**src/rtl/soc_ctrl_seq_csr_pkg.sv**
```systemverilog
// Shared types and constants for the SoC control CSR block and its power sequencers.
// Latency: n/a (package only).
// Backpressure: n/a (package only).
package soc_ctrl_pkg;

   typedef enum logic [2:0] {
      OFF,
      PLL_WAIT,
      CLK_ON,
      RUN,
      STOP,
      ERR
   } seq_state_e;

   localparam logic [1:0] OKAY   = 2'b00;
   localparam logic [1:0] SLVERR = 2'b10;

   // Register region, selected by addr[11:9]
   localparam logic [2:0] REG_BOOT     = 3'd0;  // 0x000
   localparam logic [2:0] REG_HART     = 3'd1;  // 0x200
   localparam logic [2:0] REG_CORE_FB  = 3'd2;  // 0x400
   localparam logic [2:0] REG_RAM_FB   = 3'd3;  // 0x600
   localparam logic [2:0] REG_TEMP_THR = 3'd5;  // 0xA00
   localparam logic [2:0] REG_TEMP     = 3'd6;  // 0xC00
   localparam logic [2:0] REG_MISC     = 3'd7;  // 0xE00

   // Index addr[8:3] inside the 0xE00 region
   localparam logic [5:0] IDX_CORE_LOCKED = 6'd0;
   localparam logic [5:0] IDX_RAM_LOCKED  = 6'd1;
   localparam logic [5:0] IDX_SEQ_UP      = 6'd2;
   localparam logic [5:0] IDX_SEQ_DOWN    = 6'd3;
   localparam logic [5:0] IDX_SEQ_RUN     = 6'd4;
   localparam logic [5:0] IDX_SEQ_ERR     = 6'd5;
   localparam logic [5:0] IDX_RAM_CTRL    = 6'd6;
   localparam logic [5:0] IDX_GLOB_ARST   = 6'd7;
   localparam logic [5:0] IDX_SYS_PLL_SEL = 6'd8;
   localparam logic [5:0] IDX_TEMP_ALARM  = 6'd9;

   // Byte-strobe merge of new write data into an old 64-bit register image
   function automatic logic [63:0] merge(input logic [63:0] old,
                                         input logic [63:0] wdata,
                                         input logic [7:0]  strb);
      logic [63:0] m;
      for (int b = 0; b < 8; b++) m[b*8 +: 8] = {8{strb[b]}};
      return (old & ~m) | (wdata & m);
   endfunction

endpackage

```
**src/rtl/soc_ctrl_seq_csr_if.sv**
```systemverilog
// Simple-memory CSR bus between the AXI converter (master) and the CSR block (slave).
// Latency: read data/response combinational with re; write response combinational with we.
// Backpressure: none, every strobe is accepted in its cycle.
// Signals: we/waddr/wdata/wstrb -> wresp ; re/raddr -> rdata/rresp.
interface soc_ctrl_seq_csr_if;
   logic        we;
   logic [11:0] waddr;
   logic [63:0] wdata;
   logic [7:0]  wstrb;
   logic [1:0]  wresp;
   logic        re;
   logic [11:0] raddr;
   logic [63:0] rdata;
   logic [1:0]  rresp;

   modport master (output we, waddr, wdata, wstrb, re, raddr,
                   input  wresp, rdata, rresp);
   modport slave  (input  we, waddr, wdata, wstrb, re, raddr,
                   output wresp, rdata, rresp);
endinterface

```
**src/rtl/soc_ctrl_seq_csr_core_pwr_seq.sv**
```systemverilog
// Per-core power sequencer: PLL lock wait with timeout, clock enable, then reset release; reverse on down.
// Latency: commands act on the next clock edge; clk_en/arst are decoded from the registered state.
// Backpressure: none; commands that do not apply to the current state are dropped.
// Ports: up/down/clr_err/force_off/locked in; clk_en, arst, state, err_set (one-cycle pulse) out.
module core_pwr_seq
   import soc_ctrl_pkg::*;
#(
   parameter int LOCK_TIMEOUT = 4096,
   parameter int RST_HOLD_CYC = 16
) (
   input  logic       clk_i,
   input  logic       arst_i,
   input  logic       up,
   input  logic       down,
   input  logic       clr_err,
   input  logic       force_off,
   input  logic       locked,
   output logic       clk_en,
   output logic       arst,
   output seq_state_e state,
   output logic       err_set
);

   localparam int CNT_MAX = (LOCK_TIMEOUT > RST_HOLD_CYC) ? LOCK_TIMEOUT : RST_HOLD_CYC;
   localparam int CW      = (CNT_MAX > 1) ? $clog2(CNT_MAX) : 1;
   localparam logic [CW-1:0] LOCK_LOAD = CW'(LOCK_TIMEOUT - 1);
   localparam logic [CW-1:0] HOLD_LOAD = CW'(RST_HOLD_CYC - 1);
   localparam logic [CW-1:0] ONE       = CW'(1);

   seq_state_e    state_q, state_d;
   logic [CW-1:0] cnt_q, cnt_d;

   always_ff @(posedge clk_i or posedge arst_i) begin
      if (arst_i) begin
         state_q <= OFF;
         cnt_q   <= '0;
      end else begin
         state_q <= state_d;
         cnt_q   <= cnt_d;
      end
   end

   always_comb begin
      state_d = state_q;
      cnt_d   = cnt_q;
      case (state_q)
         OFF: if (up) begin
            state_d = PLL_WAIT;
            cnt_d   = LOCK_LOAD;
         end
         PLL_WAIT: begin
            // Lock wins over a timeout expiring in the same cycle
            if (locked) begin
               state_d = CLK_ON;
               cnt_d   = HOLD_LOAD;
            end else if (cnt_q == '0) begin
               state_d = ERR;
            end else begin
               cnt_d = cnt_q - ONE;
            end
         end
         CLK_ON: if (cnt_q == '0) state_d = RUN; else cnt_d = cnt_q - ONE;
         RUN: if (down) begin
            state_d = STOP;
            cnt_d   = HOLD_LOAD;
         end
         STOP: if (cnt_q == '0) state_d = OFF; else cnt_d = cnt_q - ONE;
         ERR: if (clr_err) state_d = OFF;
         default: state_d = OFF;
      endcase
      if (force_off) state_d = OFF;
   end

   always_comb begin
      clk_en  = (state_q == CLK_ON) || (state_q == RUN) || (state_q == STOP);
      arst    = (state_q != RUN);
      // Lock timeout and lock loss while running both flag the error; RUN is kept on lock loss
      err_set = ((state_q == PLL_WAIT) && !locked && (cnt_q == '0)) ||
                ((state_q == RUN) && !locked);
   end

   assign state = state_q;

endmodule

```
**src/rtl/soc_ctrl_seq_csr.sv**
```systemverilog
// SoC control CSRs: per-core boot/hart/PLL divider, RAM/global control, per-core power sequencers.
// Latency: reads combinational with re; writes land on the next clk_i edge; temp_irq_o one extra cycle.
// Backpressure: none; bad accesses complete immediately with SLVERR and no side effects.
// Ports: clk_i, arst_i (async, active-high), mem (CSR bus slave), per-core vectors, RAM/global controls.
// Optional: define SOC_CTRL_TEMP_ALARM_EN for temperature thresholds, TEMP_ALARM and temp_irq_o.
module soc_ctrl_seq_csr
   import soc_ctrl_pkg::*;
#(
   parameter int          NUM_CORE          = 4,
   parameter int          XLEN              = 64,
   parameter int          FB_DIV_WIDTH      = 12,
   parameter int          TEMP_SENSOR_WIDTH = 10,
   parameter logic [63:0] BOOT_ADDR_RST     = 64'h0,
   parameter int          LOCK_TIMEOUT      = 4096,
   parameter int          RST_HOLD_CYC      = 16
) (
   input  logic                                  clk_i,
   input  logic                                  arst_i,
   soc_ctrl_seq_csr_if.slave                     mem,
   output logic [NUM_CORE*XLEN-1:0]              boot_addr_vec_o,
   output logic [NUM_CORE*XLEN-1:0]              hart_id_vec_o,
   output logic [NUM_CORE-1:0]                   core_clk_en_vec_o,
   output logic [NUM_CORE-1:0]                   core_arst_vec_o,
   output logic [NUM_CORE*FB_DIV_WIDTH-1:0]      core_pll_fb_div_vec_o,
   input  logic [NUM_CORE-1:0]                   core_pll_locked_i,
   input  logic [NUM_CORE*TEMP_SENSOR_WIDTH-1:0] core_temp_sensor_vec_i,
   output logic                                  ram_clk_en_o,
   output logic                                  ram_arst_o,
   output logic [FB_DIV_WIDTH-1:0]               ram_pll_fb_div_o,
   input  logic                                  ram_pll_locked_i,
   output logic                                  glob_arst_o,
   input  logic [$clog2(NUM_CORE+1)-1:0]         sys_pll_select_i,
   output logic                                  temp_irq_o
);

   localparam int TW = TEMP_SENSOR_WIDTH;

   logic [XLEN-1:0]         boot_q [NUM_CORE];
   logic [XLEN-1:0]         hart_q [NUM_CORE];
   logic [FB_DIV_WIDTH-1:0] fb_q   [NUM_CORE];
   logic [FB_DIV_WIDTH-1:0] ram_fb_q;
   logic                    ram_clk_en_q, ram_arst_q, glob_arst_q;
   logic [NUM_CORE-1:0]     err_q, err_set, up_v, down_v, clr_v, busy_v, run_v, cmd_bits;
   seq_state_e              seq_st [NUM_CORE];

   logic [2:0]  wreg, rreg;
   logic [5:0]  widx, ridx;
   logic        widx_ok, ridx_ok, fb_idle, w_ok, wr, rd_ok;
   logic [63:0] rd_dat, ram_ctrl_m, glob_m, ram_fb_m;
   logic        unused_addr_bits;

   assign wreg    = mem.waddr[11:9];
   assign widx    = mem.waddr[8:3];
   assign rreg    = mem.raddr[11:9];
   assign ridx    = mem.raddr[8:3];
   assign widx_ok = int'(widx) < NUM_CORE;
   assign ridx_ok = int'(ridx) < NUM_CORE;
   // Registers are 8-byte aligned; the byte offset inside a register does not select anything
   assign unused_addr_bits = ^{mem.waddr[2:0], mem.raddr[2:0]};

   // ---------------- write decode ----------------
   always_comb begin
      fb_idle = 1'b0;
      for (int i = 0; i < NUM_CORE; i++)
         if (int'(widx) == i) fb_idle = (seq_st[i] == OFF);
      w_ok = 1'b0;
      case (wreg)
         REG_BOOT, REG_HART: w_ok = widx_ok;
         REG_CORE_FB:        w_ok = widx_ok && fb_idle;  // divider locked while sequencer active
         REG_RAM_FB:         w_ok = (widx == '0);
`ifdef SOC_CTRL_TEMP_ALARM_EN
         REG_TEMP_THR:       w_ok = widx_ok;
`endif
         REG_MISC: begin
            case (widx)
               IDX_SEQ_UP, IDX_SEQ_DOWN, IDX_SEQ_ERR,
               IDX_RAM_CTRL, IDX_GLOB_ARST: w_ok = 1'b1;
`ifdef SOC_CTRL_TEMP_ALARM_EN
               IDX_TEMP_ALARM:              w_ok = 1'b1;
`endif
               default:                     w_ok = 1'b0;
            endcase
         end
         default: w_ok = 1'b0;
      endcase
   end

   assign wr        = mem.we && w_ok;
   assign mem.wresp = (mem.we && !w_ok) ? SLVERR : OKAY;

   // Strobe-qualified command bits for WO1/W1C registers
   always_comb begin
      for (int i = 0; i < NUM_CORE; i++) cmd_bits[i] = mem.wdata[i] & mem.wstrb[i/8];
   end

   assign up_v   = (wr && wreg == REG_MISC && widx == IDX_SEQ_UP)   ? cmd_bits : '0;
   assign down_v = (wr && wreg == REG_MISC && widx == IDX_SEQ_DOWN) ? cmd_bits : '0;
   assign clr_v  = (wr && wreg == REG_MISC && widx == IDX_SEQ_ERR)  ? cmd_bits : '0;

   assign ram_ctrl_m = merge({62'd0, ram_arst_q, ram_clk_en_q}, mem.wdata, mem.wstrb);
   assign glob_m     = merge({63'd0, glob_arst_q}, mem.wdata, mem.wstrb);
   assign ram_fb_m   = merge(64'(ram_fb_q), mem.wdata, mem.wstrb);

   always_ff @(posedge clk_i or posedge arst_i) begin
      if (arst_i) begin
         for (int i = 0; i < NUM_CORE; i++) begin
            boot_q[i] <= XLEN'(BOOT_ADDR_RST);
            hart_q[i] <= XLEN'(i);
            fb_q[i]   <= '0;
         end
         ram_fb_q     <= '0;
         ram_clk_en_q <= 1'b0;
         ram_arst_q   <= 1'b1;
         glob_arst_q  <= 1'b0;
         err_q        <= '0;
      end else begin
         for (int i = 0; i < NUM_CORE; i++) begin
            if (wr && int'(widx) == i) begin
               if (wreg == REG_BOOT)
                  boot_q[i] <= XLEN'(merge(64'(boot_q[i]), mem.wdata, mem.wstrb));
               if (wreg == REG_HART)
                  hart_q[i] <= XLEN'(merge(64'(hart_q[i]), mem.wdata, mem.wstrb));
               if (wreg == REG_CORE_FB)
                  fb_q[i] <= FB_DIV_WIDTH'(merge(64'(fb_q[i]), mem.wdata, mem.wstrb));
            end
         end
         if (wr && wreg == REG_RAM_FB) ram_fb_q <= FB_DIV_WIDTH'(ram_fb_m);
         if (wr && wreg == REG_MISC && widx == IDX_RAM_CTRL) begin
            ram_clk_en_q <= ram_ctrl_m[0];
            ram_arst_q   <= ram_ctrl_m[1];
         end
         if (wr && wreg == REG_MISC && widx == IDX_GLOB_ARST) glob_arst_q <= glob_m[0];
         // A new error in the same cycle as its clear survives
         err_q <= (err_q & ~clr_v) | err_set;
      end
   end

   // ---------------- sequencers ----------------
   for (genvar i = 0; i < NUM_CORE; i++) begin : g_core
      core_pwr_seq #(
         .LOCK_TIMEOUT (LOCK_TIMEOUT),
         .RST_HOLD_CYC (RST_HOLD_CYC)
      ) u_seq (
         .clk_i     (clk_i),
         .arst_i    (arst_i),
         .up        (up_v[i]),
         .down      (down_v[i]),
         .clr_err   (clr_v[i]),
         .force_off (glob_arst_q),
         .locked    (core_pll_locked_i[i]),
         .clk_en    (core_clk_en_vec_o[i]),
         .arst      (core_arst_vec_o[i]),
         .state     (seq_st[i]),
         .err_set   (err_set[i])
      );
      assign busy_v[i] = !((seq_st[i] == OFF) || (seq_st[i] == RUN));
      assign run_v[i]  = (seq_st[i] == RUN);
      assign boot_addr_vec_o[i*XLEN +: XLEN]                = boot_q[i];
      assign hart_id_vec_o[i*XLEN +: XLEN]                  = hart_q[i];
      assign core_pll_fb_div_vec_o[i*FB_DIV_WIDTH +: FB_DIV_WIDTH] = fb_q[i];
   end

   assign ram_clk_en_o     = ram_clk_en_q;
   assign ram_arst_o       = ram_arst_q;
   assign ram_pll_fb_div_o = ram_fb_q;
   assign glob_arst_o      = glob_arst_q;

   // ---------------- temperature alarm ----------------
`ifdef SOC_CTRL_TEMP_ALARM_EN
   logic [TW-1:0]       thr_q [NUM_CORE];
   logic [NUM_CORE-1:0] alarm_q, alarm_hit, alarm_clr;
   logic                irq_q;

   always_comb begin
      for (int i = 0; i < NUM_CORE; i++)
         alarm_hit[i] = core_temp_sensor_vec_i[i*TW +: TW] > thr_q[i];
   end

   assign alarm_clr = (wr && wreg == REG_MISC && widx == IDX_TEMP_ALARM) ? cmd_bits : '0;

   always_ff @(posedge clk_i or posedge arst_i) begin
      if (arst_i) begin
         for (int i = 0; i < NUM_CORE; i++) thr_q[i] <= '1;
         alarm_q <= '0;
         irq_q   <= 1'b0;
      end else begin
         for (int i = 0; i < NUM_CORE; i++)
            if (wr && wreg == REG_TEMP_THR && int'(widx) == i)
               thr_q[i] <= TW'(merge(64'(thr_q[i]), mem.wdata, mem.wstrb));
         alarm_q <= (alarm_q & ~alarm_clr) | alarm_hit;  // set beats clear
         irq_q   <= |alarm_q;
      end
   end

   assign temp_irq_o = irq_q;
`else
   assign temp_irq_o = 1'b0;
`endif

   // ---------------- read path ----------------
   always_comb begin
      rd_dat = '0;
      rd_ok  = 1'b0;
      case (rreg)
         REG_BOOT: for (int i = 0; i < NUM_CORE; i++)
            if (int'(ridx) == i) begin rd_dat = 64'(boot_q[i]); rd_ok = 1'b1; end
         REG_HART: for (int i = 0; i < NUM_CORE; i++)
            if (int'(ridx) == i) begin rd_dat = 64'(hart_q[i]); rd_ok = 1'b1; end
         REG_CORE_FB: for (int i = 0; i < NUM_CORE; i++)
            if (int'(ridx) == i) begin rd_dat = 64'(fb_q[i]); rd_ok = 1'b1; end
         REG_RAM_FB: if (ridx == '0) begin rd_dat = 64'(ram_fb_q); rd_ok = 1'b1; end
`ifdef SOC_CTRL_TEMP_ALARM_EN
         REG_TEMP_THR: for (int i = 0; i < NUM_CORE; i++)
            if (int'(ridx) == i) begin rd_dat = 64'(thr_q[i]); rd_ok = 1'b1; end
`endif
         REG_TEMP: for (int i = 0; i < NUM_CORE; i++)
            if (int'(ridx) == i) begin
               rd_dat = 64'(core_temp_sensor_vec_i[i*TW +: TW]);
               rd_ok  = 1'b1;
            end
         REG_MISC: begin
            rd_ok = 1'b1;
            case (ridx)
               IDX_CORE_LOCKED: rd_dat = 64'(core_pll_locked_i);
               IDX_RAM_LOCKED:  rd_dat = 64'(ram_pll_locked_i);
               IDX_SEQ_UP:      rd_dat = 64'(busy_v);
               IDX_SEQ_DOWN:    rd_dat = '0;
               IDX_SEQ_RUN:     rd_dat = 64'(run_v);
               IDX_SEQ_ERR:     rd_dat = 64'(err_q);
               IDX_RAM_CTRL:    rd_dat = {62'd0, ram_arst_q, ram_clk_en_q};
               IDX_GLOB_ARST:   rd_dat = {63'd0, glob_arst_q};
               IDX_SYS_PLL_SEL: rd_dat = 64'(sys_pll_select_i);
`ifdef SOC_CTRL_TEMP_ALARM_EN
               IDX_TEMP_ALARM:  rd_dat = 64'(alarm_q);
`endif
               default:         rd_ok = 1'b0;
            endcase
         end
         default: rd_ok = 1'b0;
      endcase
   end

   assign mem.rdata = mem.re ? rd_dat : '0;
   assign mem.rresp = (mem.re && !rd_ok) ? SLVERR : OKAY;

endmodule
```
**src/flat_wrapper.sv**
```systemverilog
// flat-port wrapper written by rule: the top's interface ports become plain ports
module soc_ctrl_seq_csr_flat import soc_ctrl_pkg::*;
#(
   parameter int          NUM_CORE          = 4,
   parameter int          XLEN              = 64,
   parameter int          FB_DIV_WIDTH      = 12,
   parameter int          TEMP_SENSOR_WIDTH = 10,
   parameter logic [63:0] BOOT_ADDR_RST     = 64'h0,
   parameter int          LOCK_TIMEOUT      = 4096,
   parameter int          RST_HOLD_CYC      = 16
)
  (clk_i, arst_i, boot_addr_vec_o, hart_id_vec_o, core_clk_en_vec_o, core_arst_vec_o, core_pll_fb_div_vec_o, core_pll_locked_i, core_temp_sensor_vec_i, ram_clk_en_o, ram_arst_o, ram_pll_fb_div_o, ram_pll_locked_i, glob_arst_o, sys_pll_select_i, temp_irq_o, mem_we, mem_waddr, mem_wdata, mem_wstrb, mem_re, mem_raddr, mem_wresp, mem_rdata, mem_rresp);
  soc_ctrl_seq_csr_if mem_i ();
  input  logic clk_i;
  input  logic arst_i;
  output logic [NUM_CORE*XLEN-1:0] boot_addr_vec_o;
  output logic [NUM_CORE*XLEN-1:0] hart_id_vec_o;
  output logic [NUM_CORE-1:0] core_clk_en_vec_o;
  output logic [NUM_CORE-1:0] core_arst_vec_o;
  output logic [NUM_CORE*FB_DIV_WIDTH-1:0] core_pll_fb_div_vec_o;
  input  logic [NUM_CORE-1:0] core_pll_locked_i;
  input  logic [NUM_CORE*TEMP_SENSOR_WIDTH-1:0] core_temp_sensor_vec_i;
  output logic ram_clk_en_o;
  output logic ram_arst_o;
  output logic [FB_DIV_WIDTH-1:0] ram_pll_fb_div_o;
  input  logic ram_pll_locked_i;
  output logic glob_arst_o;
  input  logic [$clog2(NUM_CORE+1)-1:0] sys_pll_select_i;
  output logic temp_irq_o;
  input wire logic [$bits(mem_i.we)-1:0] mem_we;
  input wire logic [$bits(mem_i.waddr)-1:0] mem_waddr;
  input wire logic [$bits(mem_i.wdata)-1:0] mem_wdata;
  input wire logic [$bits(mem_i.wstrb)-1:0] mem_wstrb;
  input wire logic [$bits(mem_i.re)-1:0] mem_re;
  input wire logic [$bits(mem_i.raddr)-1:0] mem_raddr;
  output wire logic [$bits(mem_i.wresp)-1:0] mem_wresp;
  output wire logic [$bits(mem_i.rdata)-1:0] mem_rdata;
  output wire logic [$bits(mem_i.rresp)-1:0] mem_rresp;
  assign mem_i.we = mem_we;
  assign mem_i.waddr = mem_waddr;
  assign mem_i.wdata = mem_wdata;
  assign mem_i.wstrb = mem_wstrb;
  assign mem_i.re = mem_re;
  assign mem_i.raddr = mem_raddr;
  assign mem_wresp = mem_i.wresp;
  assign mem_rdata = mem_i.rdata;
  assign mem_rresp = mem_i.rresp;
  soc_ctrl_seq_csr #(.NUM_CORE(NUM_CORE), .XLEN(XLEN), .FB_DIV_WIDTH(FB_DIV_WIDTH), .TEMP_SENSOR_WIDTH(TEMP_SENSOR_WIDTH), .BOOT_ADDR_RST(BOOT_ADDR_RST), .LOCK_TIMEOUT(LOCK_TIMEOUT), .RST_HOLD_CYC(RST_HOLD_CYC)) u_core (.clk_i(clk_i), .arst_i(arst_i), .mem(mem_i), .boot_addr_vec_o(boot_addr_vec_o), .hart_id_vec_o(hart_id_vec_o), .core_clk_en_vec_o(core_clk_en_vec_o), .core_arst_vec_o(core_arst_vec_o), .core_pll_fb_div_vec_o(core_pll_fb_div_vec_o), .core_pll_locked_i(core_pll_locked_i), .core_temp_sensor_vec_i(core_temp_sensor_vec_i), .ram_clk_en_o(ram_clk_en_o), .ram_arst_o(ram_arst_o), .ram_pll_fb_div_o(ram_pll_fb_div_o), .ram_pll_locked_i(ram_pll_locked_i), .glob_arst_o(glob_arst_o), .sys_pll_select_i(sys_pll_select_i), .temp_irq_o(temp_irq_o));
endmodule
```
**config.mk**
```make
export PLATFORM = sky130hd
export DESIGN_NAME = soc_ctrl_seq_csr_flat
export DESIGN_NICKNAME = d
export VERILOG_FILES = /design/src/rtl/soc_ctrl_seq_csr_pkg.sv /design/src/rtl/soc_ctrl_seq_csr_if.sv /design/src/rtl/soc_ctrl_seq_csr_core_pwr_seq.sv /design/src/rtl/soc_ctrl_seq_csr.sv /design/src/flat_wrapper.sv
export SDC_FILE = /design/constraint.sdc
export NUM_CORES = 2
export LEC_CHECK = 0
export ABC_CLOCK_PERIOD_IN_PS = 24900
export CORE_AREA = 2 2 313 315
export CTS_CLUSTER_DIAMETER = 40
export CTS_CLUSTER_SIZE = 8
export DETAILED_ROUTE_END_ITERATION = 7
export DIE_AREA = 0 0 315 317
export PLACE_DENSITY_LB_ADDON = 0.1
export SETUP_SLACK_MARGIN = 0.1
export SKIP_CTS_REPAIR_TIMING = 1
export SLEW_MARGIN = 20
export SYNTH_ARGS = -nofsm -noshare
export SYNTH_HDL_FRONTEND = slang
export SYNTH_HIERARCHICAL = 1
export SYNTH_SLANG_ARGS = --single-unit
```
**constraint.sdc**
```tcl
create_clock -name clk_i -period 24.9 [get_ports clk_i]
set_input_delay 4.98 -clock clk_i [delete_from_list [all_inputs] [get_ports clk_i]]
set_output_delay 4.98 -clock clk_i [all_outputs]
set_load 0.1 [all_outputs]
```
# [Word-level counts from Yosys, hierarchy flattened]
# Index checks and enable logic that the tools add are counted.
[classes] magnitude_cmp=1 muxes=94 n_eq_ne=84 n_reduce_logical=99 addsub=4 n_bitwise=39
[op_table] op="$and A64 B64 Y64" count=9
[op_table] op="$mux W64" count=9
[op_table] op="$or A64 B64 Y64" count=8
[op_table] op="$pmux W64 S6" count=1
[op_table] op="$mux W12" count=21
[op_table] op="$pmux W12 S4" count=4
[op_table] op="$mux W3" count=32
[op_table] op="$pmux W3 S6" count=4
[op_table] op="$eq A6 B3 Y1 const B" count=11
[op_table] op="$not A64 Y64" count=1
[op_table] op="$and A12 B12 Y12" count=5
[op_table] op="$or A12 B12 Y12" count=5
[op_table] op="$logic_not A12 Y1" count=4
[op_table] op="$sub A12 B1 Y12 const B" count=4
[op_table] op="$mux W10" count=4
[op_table] op="$eq A3 B2 Y1 const B" count=12
[op_table] op="$eq A6 B2 Y1 const B" count=6
[op_table] op="$ne A3 B1 Y1 const B" count=12
[op_table] op="$ne A3 B2 Y1 const B" count=12
[op_table] op="$eq A3 B3 Y1 const B" count=11
[op_table] op="$pmux W4 S8" count=1
[op_table] op="$logic_and A1 B1 Y1" count=27
[op_table] op="$logic_not A6 Y1" count=4
[op_table] op="$reduce_and A2 Y1" count=12
[op_table] op="other kinds (28)" count=102
[word_totals] reg_bits=639

# [Depth between registers and ports, before layout]
[logic_depth] word_depth=14 depth_mapped=10 mapped_depth_nobuf=9

# [Hierarchy]
# The synthesis kept the hierarchy.
[modules_own_cells] module="soc_ctrl_seq_csr" area_per_inst_um2=27517.6 instances=1 cells_each=2141
[modules_own_cells] module="core_pwr_seq" area_per_inst_um2=1033.5 instances=4 cells_each=121

# [Worst setup path before layout]
# Ideal clock, no wire load.
[synth_path] kind="in2out" startpoint="input port mem_raddr[3]" endpoint="output port mem_rdata[0]" path_stages=6 required_ps=19920 path_slack_ps=11107 arrival_time_ps=8813 n_path_buf=1 path_cell_list="clkbuf_1 or4_1 or4b_2 o21ai_0 a2111oi_0 o32ai_1"
[synth_between] elab_chain_cells=7
[synth_lines] item="start, declared" line_no="flat_wrapper.sv:35" source="input wire logic [$bits(mem_i.raddr)-1:0] mem_raddr;"
[synth_lines] item="$logic_not A6 Y1"
[synth_lines] item="$mux W10, or another cell as far along (4 in a row)" line_no="soc_ctrl_seq_csr.sv:217" source="if (int'(ridx) == i) begin"
[synth_lines] item="$pmux W64 S6 *" line_no="soc_ctrl_seq_csr.sv:204" source="case (rreg)"
[synth_lines] item="$mux W64 *" line_no="soc_ctrl_seq_csr.sv:243" source="assign mem.rdata = mem.re ? rd_dat : '0;"
[synth_lines] item="end, declared" line_no="flat_wrapper.sv:37" source="output wire logic [$bits(mem_i.rdata)-1:0] mem_rdata;"
# Mark *: on every way between the ends. The rest lies on a longest branch, timed or not.

# [Final worst setup path]
[layout_path] startpoint="input port mem_raddr[6]" endpoint="output port mem_rdata[53]"
[layout_between] elab_chain_cells=7
[layout_lines] item="$logic_not A6 Y1" line_no="soc_ctrl_seq_csr.sv:206, soc_ctrl_seq_csr.sv:208"
[layout_lines] item="$mux W64, on equally long branches (4 in a row)" line_no="soc_ctrl_seq_csr.sv:208, soc_ctrl_seq_csr.sv:206"
[layout_lines] item="$pmux W64 S6 *" line_no="soc_ctrl_seq_csr.sv:204"
[layout_lines] item="$mux W64 *" line_no="soc_ctrl_seq_csr.sv:243"
# Marked as above.

==> flow_metrics.tcl <==
set metrics [dict create \
    p_total_mw 3.55 \
    max_clock_freq_mhz 64.1 \
    min_path_type "reg2reg" \
    cellLeakagePower_nw 19.6 \
    ir_drop_mv 0.0566 \
    cp.arrival_ns 10.62 \
    synth.avg_cell_area_um2 12.1 \
    first_global_vias 27927 \
    final_common_cell "clkdlybuf4s50_1" \
    criticalPathCategory "in2out" \
    synth_warnings 6 \
    grt_max_degree 188 \
    grt_overflow 0 \
    rsz0062_at_grt "no" \
    dp_hpwl_um 104000 \
    fillerInstances 8738 \
    cts_tree "built" \
    first_pass_iters 6 \
    rr_startpoint "u_core/g_core[2].u_seq/state[1]" \
    die_w_um 315 \
    cp_max_fo 53 \
    worstSkewPairLatency_ns 0.70 \
    io_buffers 790 \
    status "finished clean" \
    nets 3548 \
    crit_path_end_kind "output port" \
    syn_inst 2625 \
    pin_count 800 \
    ant_nets 0 \
    grt_use_total 0.290 \
    num_rows 114 \
    powerDensity_nw_per_um2 79.4 \
    setup_viol_count_final 0 \
    gp_congestion 0.905 \
    clkTransAtPathRegs_ns 0.05 \
    htreeDepth 3 \
    ys_seq_elements 639 \
    path_cells "clkdlybuf4s50_1 -> nor4_2 -> buf_4 -> buf_4 -> nand3_1 -> nand2_4 -> o32ai_1 -> clkdlybuf4s50_1" \
    synthFlopType "dfrtp_1" \
    critPathRequiredTime_ns 19.92 \
    path_buf_inv 4 \
    wl_per_cell_um 31.3 \
    critPathLaunchType "primary input" \
    drive_gt1_frac 0.262 \
    syn-cell-area_um2 31700 \
    finalMaxSlewViolations 0 \
    timing.setup.tns_ns 0 \
    syn2layout_area_growth_pct 41.5 \
    fp.dieArea_um2 99900 \
    grt_pass1_wl_um 211000 \
    drc 0 \
    synth_cell_types 83 \
    final_cell_mix "clkdlybuf4s50_1, dfrtp_1, mux2_2" \
    vias_per_cell 5.78 \
    cap_violations 0 \
    cts_made_buffers 118 \
    drtIter0Drc 2119 \
    initial_utilization 0.329 \
    cts_buffer_depth 3 \
    core_area_um2 96300 \
    slowest_stage "clkdlybuf4s50_1" \
    setup_ws_ns 9.30 \
    post-place-ws_ns 9.40 \
    period_share 0.627 \
    r2r_cells 5 \
    fp.dieH_um 317 \
    setup.worst_path.start "mem_raddr[6]" \
    finalHoldViolations 0 \
    r2r_slack_ns 22.10 \
    fin_crit_ns 15.60 \
    cp_slowest_stage_delay_ns 1.13 \
    clock-sinks 639 \
    synthArstFlopShare 1.00 \
    crit_family "buffers and inverters" \
    fin_skew_ns 0.0398 \
    slew_headroom 0.194 \
    tightest_slew_ns 1.20 \
    cts_root_buf "clkbuf_16" \
    routed_wl_um 149000 \
    vias 27576 \
    critical_path.endpoint "mem_rdata[53]" \
    crit_cells 8 \
    ys_seq_area_frac 0.505 \
    synth_edf_count 0 \
    antenna_found_initial 16 \
]
[cells by family (layout without fill, tap and decap cells)]
family	after synthesis	count (layout)	synth area share
AOI/OAI and AO/OA	736	736	0.175
other	1	10	0.000118
adders and majority gates	4	4	0.00158
and+or+nand+nor	429	429	0.0762
buffers and inverters	206	1065	0.0256
DFF	639	639	0.505
muxes	610	610	0.216
[power breakdown]
part / internal (mW) / total, mW / leakage [nW] / switching, mW
clock: 1.05 / 1.61 / 1.92 / 0.554
sequential: 1.11 / 1.21 / 8.74 / 0.102
combinational: 0.247 / 0.738 / 8.93 / 0.491
total: 2.41 / 3.55 / 19.6 / 1.15
[cell type report]
type / instances / area [um^2] / area share
Sequential cell: 639 / 16000 / 0.357
Antenna cell: 7 / 17.5 / 0.000391
Inverter: 30 / 120 / 0.00268
Multi-Input combinational cell: 1782 / 14900 / 0.334
Tap cell: 1276 / 1600 / 0.0356
Timing Repair Buffer: 825 / 8140 / 0.182
Clock buffer: 163 / 3310 / 0.0740
Clock inverter: 47 / 657 / 0.0147
[worst reg2reg max path, cell delays in order, from the launching register on]
cell and delay, ns:
dfrtp_1 0.55, nor3_1 0.40, nor3b_1 0.14, nor3_2 0.40
o2111a_1 0.78, mux2_2 0.42
[Yosys cell counts, types with 8 or more instances]
library cell,instances,area (um^2)
or2_2,8,50.1
o2bb2ai_1,53,464
nand2_2,8,50.1
o31ai_1,23,173
or3_1,11,68.8
nand2b_1,9,56.3
a22oi_1,127,953
nor4_1,9,56.3
nand3b_1,18,135
clkbuf_1,143,537
nor2b_1,12,75.1
mux2i_1,20,200
buf_2,17,85.1
mux2_1,14,158
a21oi_1,127,636
o32ai_1,55,482
a221oi_1,61,534
buf_1,9,33.8
nand2_4,8,90.1
nand3_1,28,140
o21ai_0,70,350
dfrtp_1,634,15900
nand2_1,93,349
a22o_1,82,718
mux2_2,576,6490
nor3_1,44,220
o211ai_1,21,158
nor2_1,80,300
o31a_1,8,70.1
o22ai_1,10,62.6
inv_1,30,113
nor3b_1,11,82.6
a31oi_1,13,81.3
o22a_1,22,193
and3_1,29,181
[layer usage]
metal / vias to the layer above / wire length (um) / global-route usage
li1: 11748 / - / -
met1: 14278 / 58600 / 0.359
met2: 1260 / 71200 / 0.475
met3: 274 / 13700 / 0.0942
met4: 16 / 5480 / 0.0977
met5: - / 115 / 0
[through the flow]
step	hold slack, ns	area [um^2]	cells	util
final	0.488	44800	4769	0.465
after detailed placement	0.483	40800	4551	0.423
after global routing	0.502	44800	4765	0.465
after CTS	0.491	44700	4761	0.465
after floorplan	0.446	31700	2627	-
after global placement	0.469	40800	4551	0.424
[how the worst min path moves through the flow]
stage                                from              end  slack [ns]  cells after the start
after floorplan           u_core/err_q[0]  u_core/err_q[0]        0.45                      1
after global placement    u_core/err_q[0]  u_core/err_q[0]        0.47                      1
after detailed placement  u_core/err_q[3]  u_core/err_q[3]        0.48                      1
after CTS                 u_core/err_q[3]  u_core/err_q[3]        0.49                      1
after global routing      u_core/err_q[2]  u_core/err_q[2]        0.50                      1
final                     u_core/err_q[2]  u_core/err_q[2]        0.49                      1
No activity file was read; power rests on OpenSTA's default activity.
